`config.mk`:
```
export PLATFORM = sky130hd
export DESIGN_NAME = conv_output_collector
export DESIGN_NICKNAME = d
export VERILOG_FILES = /design/src/rtl/conv_output_collector.sv
export SDC_FILE = /design/constraint.sdc
export NUM_CORES = 1
export LEC_CHECK = 0
export BUFFER_PORTS_ARGS = -buffer_cell sky130_fd_sc_hd__buf_4
export CAP_MARGIN = 20
export CORE_ASPECT_RATIO = 0.7
export CORE_UTILIZATION = 55
export CTS_CLUSTER_DIAMETER = 60
export DETAILED_ROUTE_END_ITERATION = 8
export PLACE_DENSITY = 0.72
export SKIP_CTS_REPAIR_TIMING = 1
export SLEW_MARGIN = 30
export SYNTH_ARGS = -nofsm -noshare
export SYNTH_HDL_FRONTEND = slang
export SYNTH_SLANG_ARGS = --single-unit
```
`constraint.sdc`:
```
create_clock -name CLK -period 3.8 [get_ports CLK]
set_input_delay 0.38 -clock CLK [delete_from_list [all_inputs] [get_ports CLK]]
set_output_delay 0.38 -clock CLK [all_outputs]
set_load 0.02 [all_outputs]
```
`src/rtl/conv_output_collector.sv`:
```
// conv_output_collector: captures one strided conv output frame, then drains it over valid/ready.
// Define COLLECTOR_TRANSPOSE_EN to drain column-major instead of row-major.
module conv_output_collector #(
    parameter int IMG_Width  = 5,
    parameter int IMG_Height = 5,
    parameter int Datawidth  = 16,
    parameter int Stride     = 1
) (
    input  logic                 CLK,
    input  logic                 CLR,
    input  logic [Datawidth-1:0] In,
    input  logic                 Valid_IN,
    input  logic                 Ready_IN,
    output logic [Datawidth-1:0] Out,
    output logic                 Valid_OUT,
    output logic                 Frame_Done,
    output logic                 Busy,
    output logic                 Overflow
);
    localparam int OUT_W = (IMG_Width + Stride - 1) / Stride;
    localparam int OUT_H = (IMG_Height + Stride - 1) / Stride;
    localparam int DEPTH = OUT_W * OUT_H;
    localparam int AW    = DEPTH > 1 ? $clog2(DEPTH) : 1;

    typedef enum logic {FILL, DRAIN} state_t;

    state_t               state;
    logic [Datawidth-1:0] mem [DEPTH];
    logic [AW-1:0]        wr_addr, rd_cnt, rd_addr;
    logic                 take, last_wr, xfer, last_rd;

    assign take    = Valid_IN && state == FILL;
    assign last_wr = wr_addr == AW'(DEPTH - 1);
    assign xfer    = Valid_OUT && Ready_IN;
    assign last_rd = rd_cnt == AW'(DEPTH - 1);
    assign Out     = Valid_OUT ? mem[rd_addr] : '0;

    always_ff @(posedge CLK)
        if (take) mem[wr_addr] <= In;

    always_ff @(posedge CLK or negedge CLR) begin
        if (!CLR) begin
            state      <= FILL;
            wr_addr    <= '0;
            rd_cnt     <= '0;
            Valid_OUT  <= 1'b0;
            Busy       <= 1'b0;
            Frame_Done <= 1'b0;
            Overflow   <= 1'b0;
        end else begin
            Frame_Done <= 1'b0;
            if (Valid_IN && state == DRAIN) Overflow <= 1'b1;
            if (state == FILL) begin
                if (take) begin
                    wr_addr <= last_wr ? '0 : wr_addr + 1'b1;
                    if (last_wr) begin
                        state      <= DRAIN;
                        Frame_Done <= 1'b1;
                        Valid_OUT  <= 1'b1;
                        Busy       <= 1'b1;
                    end
                end
            end else if (xfer) begin
                rd_cnt <= last_rd ? '0 : rd_cnt + 1'b1;
                if (last_rd) begin
                    state     <= FILL;
                    Valid_OUT <= 1'b0;
                    Busy      <= 1'b0;
                end
            end
        end
    end

`ifdef COLLECTOR_TRANSPOSE_EN
    // Walk down a column by adding OUT_W; a new column restarts at its index.
    logic [AW-1:0] row, col;

    always_ff @(posedge CLK or negedge CLR) begin
        if (!CLR) begin
            row     <= '0;
            col     <= '0;
            rd_addr <= '0;
        end else if (xfer) begin
            if (last_rd) begin
                row     <= '0;
                col     <= '0;
                rd_addr <= '0;
            end else if (row == AW'(OUT_H - 1)) begin
                row     <= '0;
                col     <= col + 1'b1;
                rd_addr <= col + 1'b1;
            end else begin
                row     <= row + 1'b1;
                rd_addr <= rd_addr + AW'(OUT_W);
            end
        end
    end
`else
    assign rd_addr = rd_cnt;
`endif
endmodule

```
======== Word-level counts from Yosys, hierarchy flattened ========
Memories as Yosys holds them, arrays and structs flattened.
Index checks and enable logic that the tools add are counted.
word-level totals
  bits in registers ....................... 14
  memory bits (writable) .................. 400
  input port bits ......................... 20
  output and inout port bits .............. 20
  logic and storage cells ................. 38
  memories ................................ 1
memories
  name  words  width  read ports  clocked after Yosys merged registers in  write ports  line  RTL
  mem   25     16     1           0                                        1            28    logic [Datawidth-1:0] mem [DEPTH];
operators by class
  add/sub/neg operators ................... 2
  equal/unequal tests ..................... 4
  mux-type cells .......................... 16
  bitwise gates (word level) .............. 1
  reduce and logical (&&, ||, !) cells .... 8
operators with widths
  operator               number
  $mux W16               1
  $mux W1                13
  $add A5 B1 Y5 const B  2
  $eq A5 B5 Y1 const B   2
  $mux W5                2
  $ne A2 B1 Y1 const B   2
  $reduce_and A2 Y1      2
  $reduce_and A4 Y1      1
  $reduce_bool A2 Y1     2
  $logic_and A1 B1 Y1    3
  $not A1 Y1             1

======== Longest topological paths before layout ========
Gate-level depths: netlist (run 1).
  depth in word-level cells ............... 4
  depth in mapped cells ................... 8
  gate-level depth less buffers ........... 5

======== Worst setup path before layout (run 1) ========
OpenSTA, ideal clock, no wires.
  path type ............................... register to register
  start point ............................. register state
  end point ............................... memory mem[24][0] (enable)
  setup time .............................. 0.421 ns
  data arrival time ....................... 2.275 ns
  required time ........................... 3.379 ns
  slack ................................... 1.104 ns
  stages on the path, launching flop included .. 5
  buffers on the path ..................... 1
  clock period less this slack ............ 2.696 ns
  path through ............................ dfrtp_1 nor2b_1 buf_2 nand2_1 nor3_1
between the ends
  word-level cells in the longest chain between the ends .. 4
RTL lines
  element                        line  RTL
  start: declaration             27    state_t state;
  start signal: assignment       43    state <= FILL;
  start signal: assignment       57    state <= DRAIN;
  start signal: assignment       66    state <= FILL;
  $not A1 Y1 (no line)           --
  $logic_and A1 B1 Y1            32    assign take = Valid_IN && state == FILL;
  $mux W1                        39    if (take) mem[wr_addr] <= In;
  $mux W1 (implied by the code)  39
  end: declaration               28
No other way between the ends.

======== Worst setup path after layout (run 1) ========
  start point ............................. register rd_cnt[2], in the netlist rd_addr[2]
  end point ............................... output Out[10]
between the ends
  word-level cells in the longest chain between the ends .. 2
RTL lines
  element                   line  RTL
  start: declaration        29    logic [AW-1:0] wr_addr, rd_cnt, rd_addr;
  start signal: assignment  64    rd_cnt <= last_rd ? '0 : rd_cnt + 1'b1;
  $mem_v2 Z25 W16           --
  $mux W16                  36    assign Out = Valid_OUT ? mem[rd_addr] : '0;
  end: declaration          14    output logic [Datawidth-1:0] Out,
No other way between the ends.

==> results of run 1 <==
[through the flow]
stage / setup WS (ns) / total power, µW / cells / utilization [%] / hold slack, ns
detailed placement: 0.884 / 8710 / 1164 / 60.2 / 0.245
CTS: 0.302 / 12300 / 1230 / 64.2 / -0.323
floorplan: 1.10 / 7790 / 755 / - / 0.0844
global placement: 0.873 / 8650 / 1164 / 60.2 / 0.241
global route: 0.184 / 12600 / 1231 / 64.3 / 0.0631
finish: 0.325 / 12200 / 1231 / 64.3 / 0.0754
[layout make-up]
cell class              instances  share of cell area [%]
inverters                       7                   0.145
clock inverters                20                   0.799
multi-input cells             293                    19.1
well taps                     371                    2.56
repair buffers                 80                    3.80
flip-flops and latches        414                    68.1
clock buffers                  46                    5.52
[cells by family after synthesis]
logic type,count (synthesis),share of synthesized area (%)
DFF,414,76.9
adders and majority gates,6,0.467
buffers and inverters,48,1.59
muxes,121,15.3
xor gates and xnor gates,3,0.163
and+or+nand+nor,85,2.23
AOI/OAI and AO/OA,78,3.35
[flip-flops by register name (all words and copies together) (netlist names)]
signal,cells
state,1
wr_addr,5
rd_addr,5
Frame_Done,1
Overflow,1
mem,400
Busy,1
[synthesized netlist by cell type (all sizes together), types with 3 or more instances]
master | count | area [µm²]
a2bb2oi | 9 | 78.8
nor2b | 3 | 18.8
nor3 | 4 | 20.0
buf | 25 | 168
edfxtp | 400 | 12000
o221ai | 8 | 70.1
clkbuf | 16 | 61.3
nand3 | 4 | 20.0
a311oi | 8 | 70.1
o22ai | 3 | 18.8
dfrtp | 14 | 350
nand2 | 38 | 143
mux4 | 96 | 2200
ha | 6 | 75.1
nor2 | 29 | 109
o21ai | 18 | 90.1
a21o | 3 | 22.5
inv | 5 | 18.8
mux2 | 9 | 101
mux2i | 16 | 160
a221oi | 8 | 70.1
a21oi | 17 | 85.1
[worst paths after layout]
path,to,cells after the start,start
max,Out[10],5,rd_addr[2]$_DFFE_PN0P_
min,Overflow$_DFFE_PN0P_,2,Valid_IN
max reg2reg,mem[24][12]$_DFFE_PP_,4,state$_DFF_PN0_
min reg2reg,Overflow$_DFFE_PN0P_,1,Overflow$_DFFE_PN0P_
max in group asynchronous,rd_addr[2]$_DFFE_PN0P_,2,CLR
min in group asynchronous,rd_addr[0]$_DFFE_PN0P_,2,CLR
[worst max-delay path, stage by stage (launching register included)]
cell,delay [ns]
dfrtp_4,0.95
buf_4,0.55
mux2_2,0.41
a221oi_1,0.32
a311oi_1,0.10
buf_4,0.18
[metal layers]
layer | vias up | global-route usage, %
met5 | - | 0
li1 | 3315 | -
met1 | 4056 | 34.6
met4 | 0 | 5.59
met2 | 431 | 35.9
met3 | 38 | 4.49
[where the power goes]
part	switching [µW]	internal, µW
Combinational	1570	1530
Clock	1550	2010
Sequential	280	5220
Total	3410	8760
[placed cells by master, fill, tap and decap left out, drive strengths merged, types with 3 or more instances in the layout]
cell type,n
mux4,96
dfrtp,14
nor3,4
nor2b,3
inv,6
buf,79
clkbuf,46
mux2,9
o221ai,8
nand2,38
clkinv,18
edfxtp,400
nand3,4
a221oi,8
a2bb2oi,9
a21oi,17
ha,6
o22ai,3
nor2,29
o21ai,18
a21o,3
mux2i,16
a311oi,8
==> summary.txt, run 1 <==
STA
  – RSZ-0062 raised after global routing: no
  – Worst Tran Pin Value: 1.02 ns
  – Setup TNS: 0 ns
  – Max Slew Vio Count: 0
  – Setup Skew: 0.0165 ns
  – Max_slew headroom: 31.9%
  – Setup violators final: 0
  – Fmax: 288 MHz
  – Hold Vio Cnt, Final: 0
  – Crit path time final: 3.48 ns
  – Period utilisation layout: 91.5%

Global routing
  – Largest net degree at the start of global routing: 57
  – Initial antenna violation count: 0
  – Number of global-route vias before repair: 7902
  – GRT overflow: 0
  – First-pass GRT wire length: 49700 µm
  – GRT Total Usage: 23.2%

Place
  – Global placement routability congestion: 0.836
  – HPWL reported at the end of detailed placement: 19800 µm
  – Post-placement cell area: 17000 µm²
  – IO buf count: 39

Logic synthesis
  – Synth Cell Area: 16100 µm²
  – Post-synth EDFFs: 400
  – Synthesis-stage register bit count: 414
  – Asr flop ratio synth: 3.38%
  – Synth warn: 0
  – Main flop type after synthesis: edfxtp_1
  – Syn_nets: 781
  – Netlist cell types: 39
  – Sequential-to-total area share from yosys stat: 76.9%
  – Post-Syn Instances: 755
  – Avg Cell Area, Syn: 21.3 µm²

Clocking
  – Max Root-Sink Buffers: 3
  – CTS tree: done
  – Number of buffers created by CTS: 37
  – CTS clock-pin slew for the worst setup and hold paths: 0.06 ns
  – Sink Count: 414
  – Clock Latency Late Sink: 0.53 ns
  – CTS root buffer: clkbuf_16
  – H-tree levels: 2

Job
  – Max-Cap Viols: 0

Floorplan
  – Cell Rows: 51
  – Die area: 29900 µm²
  – Initial Utilization: 56.9%
  – Chip height: 145 µm
  – Die Span X: 206 µm
  – Core Area: 28300 µm²
  – IO Pins: 40

Routing
  – WL met3: 3280 µm
  – Drt total wl: 33500 µm
  – Met2 routed WL: 16100 µm
  – Antenna Nets Post-Route: 0
  – DRC viols: 4
  – Wire per inst: 27.2 µm
  – Via density: 6.37
  – Via count: 7840
  – Top sig layer: met4
  – Routed metal-1 wirelength: 13600 µm
  – Detailed Routing Iterations Pass 1: 8
  – Initial DRC count: 763

Status
  – Run status: finished with violations
  – Violated checks: DRC

Power and ir drop
  – Maximum vdd drop: 0.000533 V
  – Power Dens Cells: 670 nW/µm²
  – Leakage: 0.00584 µW

Final layout
  – Antenna diodes: 0
  – Share of cells above drive strength 1: 26.9%
  – Footprint of the multi-input gates: 3470 µm²
  – FF+latch area: 12400 µm²
  – Fillers: 1819
  – Final net count: 859
  – Area delta synth->final: 13.0%
  – Cell area after layout: 18200 µm²

Setup path
  – Worst EP arrival: 3.10 ns
  – R2R Setup Slk: 0.98 ns
  – Max FO, Critical Path: 56
  – Critical path type: flip-flop to primary output
  – CP Data Required Time: 3.42 ns
  – Crit. End Element: primary output
  – Critical Path Source Type: flip-flop

Worst hold path
  – Worst Hold Class: input port to flip-flop
(Power assumes the default switching activity.)
==> run 2, diff against run 1 <==
--- a/config.mk
+++ b/config.mk
@@ -8,10 +8,12 @@
 export BUFFER_PORTS_ARGS = -buffer_cell sky130_fd_sc_hd__buf_4
 export CAP_MARGIN = 20
 export CORE_ASPECT_RATIO = 0.7
-export CORE_UTILIZATION = 55
+export CORE_UTILIZATION = 60
 export CTS_CLUSTER_DIAMETER = 60
+export CTS_CLUSTER_SIZE = 12
 export DETAILED_ROUTE_END_ITERATION = 8
-export PLACE_DENSITY = 0.72
+export PLACE_DENSITY = 0.77
+export RECOVER_POWER = 50
 export SKIP_CTS_REPAIR_TIMING = 1
 export SLEW_MARGIN = 30
 export SYNTH_ARGS = -nofsm -noshare
==> run 2 against run 1 <==
The run now ends clean. Power grew 0.25%. Sequential power is essentially flat. Clock-buffer cell count rose by 25. Utilization increased by 5.1 points. Fmax fell by 2.0%. Highest routed layer unchanged.
==> summary.txt, run 2 (same netlist as run 1, synthesis figures left out) <==
Status
  – Run status: completed

STA
  – Worst Tran Pin Value: 1.15 ns
  – Period utilisation layout: 93.3%
  – Max Slew Vio Count: 0
  – Max_slew headroom: 23.4%
  – Crit path time final: 3.55 ns
  – Setup violators final: 0
  – Setup Skew: 0.0200 ns
  – Fmax: 282 MHz
  – RSZ-0062 raised after global routing: no
  – Setup TNS: 0 ns
  – Hold Vio Cnt, Final: 0

Routing
  – DRC viols: 0
  – Via count: 8043
  – Wire per inst: 27.7 µm
  – Via density: 6.58
  – Drt total wl: 33900 µm
  – Antenna Nets Post-Route: 0
  – Initial DRC count: 923
  – Detailed Routing Iterations Pass 1: 5

Final layout
  – Most frequent cells in the layout: edfxtp_1, mux4_2, buf_4
  – Area delta synth->final: 12.1%
  – Share of cells above drive strength 1: 23.7%
  – Final core utilization: 69.3%
  – Largest regs: mem x400, rd_addr x5, wr_addr x5
  – Most common cell after layout, fill and taps aside: edfxtp_1
  – Max reg flops: 400
  – Final net count: 862
  – Top reg by flops: mem
  – Antenna diodes: 0

Floorplan
  – Initial Utilization: 61.8%
  – Cell Rows: 49
  – Chip height: 139 µm
  – Die area: 27500 µm²
  – Die Span X: 198 µm
  – IO Pins: 40
  – Core Area: 26000 µm²

Worst hold path
  – Worst Hold Class: input port to flip-flop
  – WHS Path Cells: 2

Clocking
  – CTS clock-pin slew for the worst setup and hold paths: 0.06 ns
  – CTS root buffer: clkbuf_16
  – Sink Count: 414
  – CTS tree: done
  – Max Root-Sink Buffers: 3
  – Number of buffers created by CTS: 40
  – H-tree levels: 2
  – Clock Latency Late Sink: 0.53 ns

Global routing
  – GRT Total Usage: 25.8%
  – Largest net degree at the start of global routing: 44
  – GRT overflow: 0
  – Number of global-route vias before repair: 8183
  – Initial antenna violation count: 0
  – First-pass GRT wire length: 50700 µm

Power and ir drop
  – Clock network fraction of total power: 29.4%
  – Internal: 8750 µW
  – Logic pwr share: 25.3%
  – Power Dens Cells: 676 nW/µm²
  – Leakage: 0.00573 µW
  – Sequential power share: 45.3%
  – Sw Share: 28.2%
  – Psw: 3440 µW
  – Maximum vdd drop: 0.000563 V

Setup path
  – Critical path type: flip-flop to primary output
  – Critical Path Source Type: flip-flop
  – CP Data Required Time: 3.42 ns
  – Worst EP arrival: 3.17 ns
  – Crit. End Element: primary output
  – Max FO, Critical Path: 43
  – R2R cell count: 5

Place
  – IO buf count: 39
  – HPWL reported at the end of detailed placement: 19400 µm
  – Global placement routability congestion: 0.818

Job
  – Max-Cap Viols: 0
[run 2: changes by cell type in the layout (fill, tap and decap cells not counted), sizes merged]
| cell | change |
|---|---|
| clkinv | -15 |
| clkinvlp | -1 |
| clkbuf | +47 |
| inv | -1 |
| bufinv | -2 |
| buf | -22 |
[run 2: area by class of cell]
class,instances,area [µm²]
sequential,414,12400
clock buffer,71,1140
timing repair buffer,80,558
inverter,7,26.3
clock inverter,1,8.76
tap,357,447
fill,1581,7970
multi-input combinational,293,3480
[run 2: power by group through the flow]
stage	Sequential [µW]	Combinational, µW	Clock [µW]
global route	5550	3280	3790
detailed placement	5620	3090	0
floorplan	5380	2410	0
finish	5530	3080	3580
CTS	5520	3130	3620
global placement	5590	3020	0
[run 2: worst max-delay path: stages, from the launching register on]
cell	delay [ns]
dfrtp_4	0.66
buf_12	0.36
mux4_1	0.66
mux4_2	0.56
nand2_1	0.09
a21oi_1	0.10
buf_4	0.18
[run 2: worst paths after layout]
check | from | end | slack, ns
hold reg to reg | Overflow$_DFFE_PN0P_ | Overflow$_DFFE_PN0P_ | 0.48
min in group asynchronous | CLR | rd_addr[4]$_DFFE_PN0P_ | 0.49
max in group asynchronous | CLR | rd_addr[2]$_DFFE_PN0P_ | 2.65
setup / recovery | rd_addr[0]$_DFFE_PN0P_ | Out[12] | 0.25
setup reg to reg | rd_addr[1]$_DFFE_PN0P_ | state$_DFF_PN0_ | 1.26
hold / removal | Valid_IN | Overflow$_DFFE_PN0P_ | 0.08
[run 2: through the flow]
stage / std cells / instance area [µm²] / hold WS, ns / power [µW] / setup slack (ns)
after CTS: 1222 / 18100 / -0.308 / 12300 / 0.215
after global routing: 1223 / 18000 / 0.0769 / 12600 / 0.123
final: 1223 / 18000 / 0.0828 / 12200 / 0.253
after global placement: 1150 / 17000 / 0.244 / 8610 / 0.896
after detailed placement: 1150 / 17000 / 0.250 / 8700 / 0.853
after floorplan: 755 / 16100 / 0.0844 / 7790 / 1.10
[run 2: layer usage]
metal / track usage [%] / share of wire [%] / wire, µm / up-vias
li1: - / - / - / 3320
met1: 37.2 / 39 / 13300 / 4154
met2: 40.9 / 49 / 16500 / 484
met3: 4.57 / 9.4 / 3170 / 85
met4: 8.36 / 2.8 / 941 / 0
met5: 0 / 0 / 0 / -
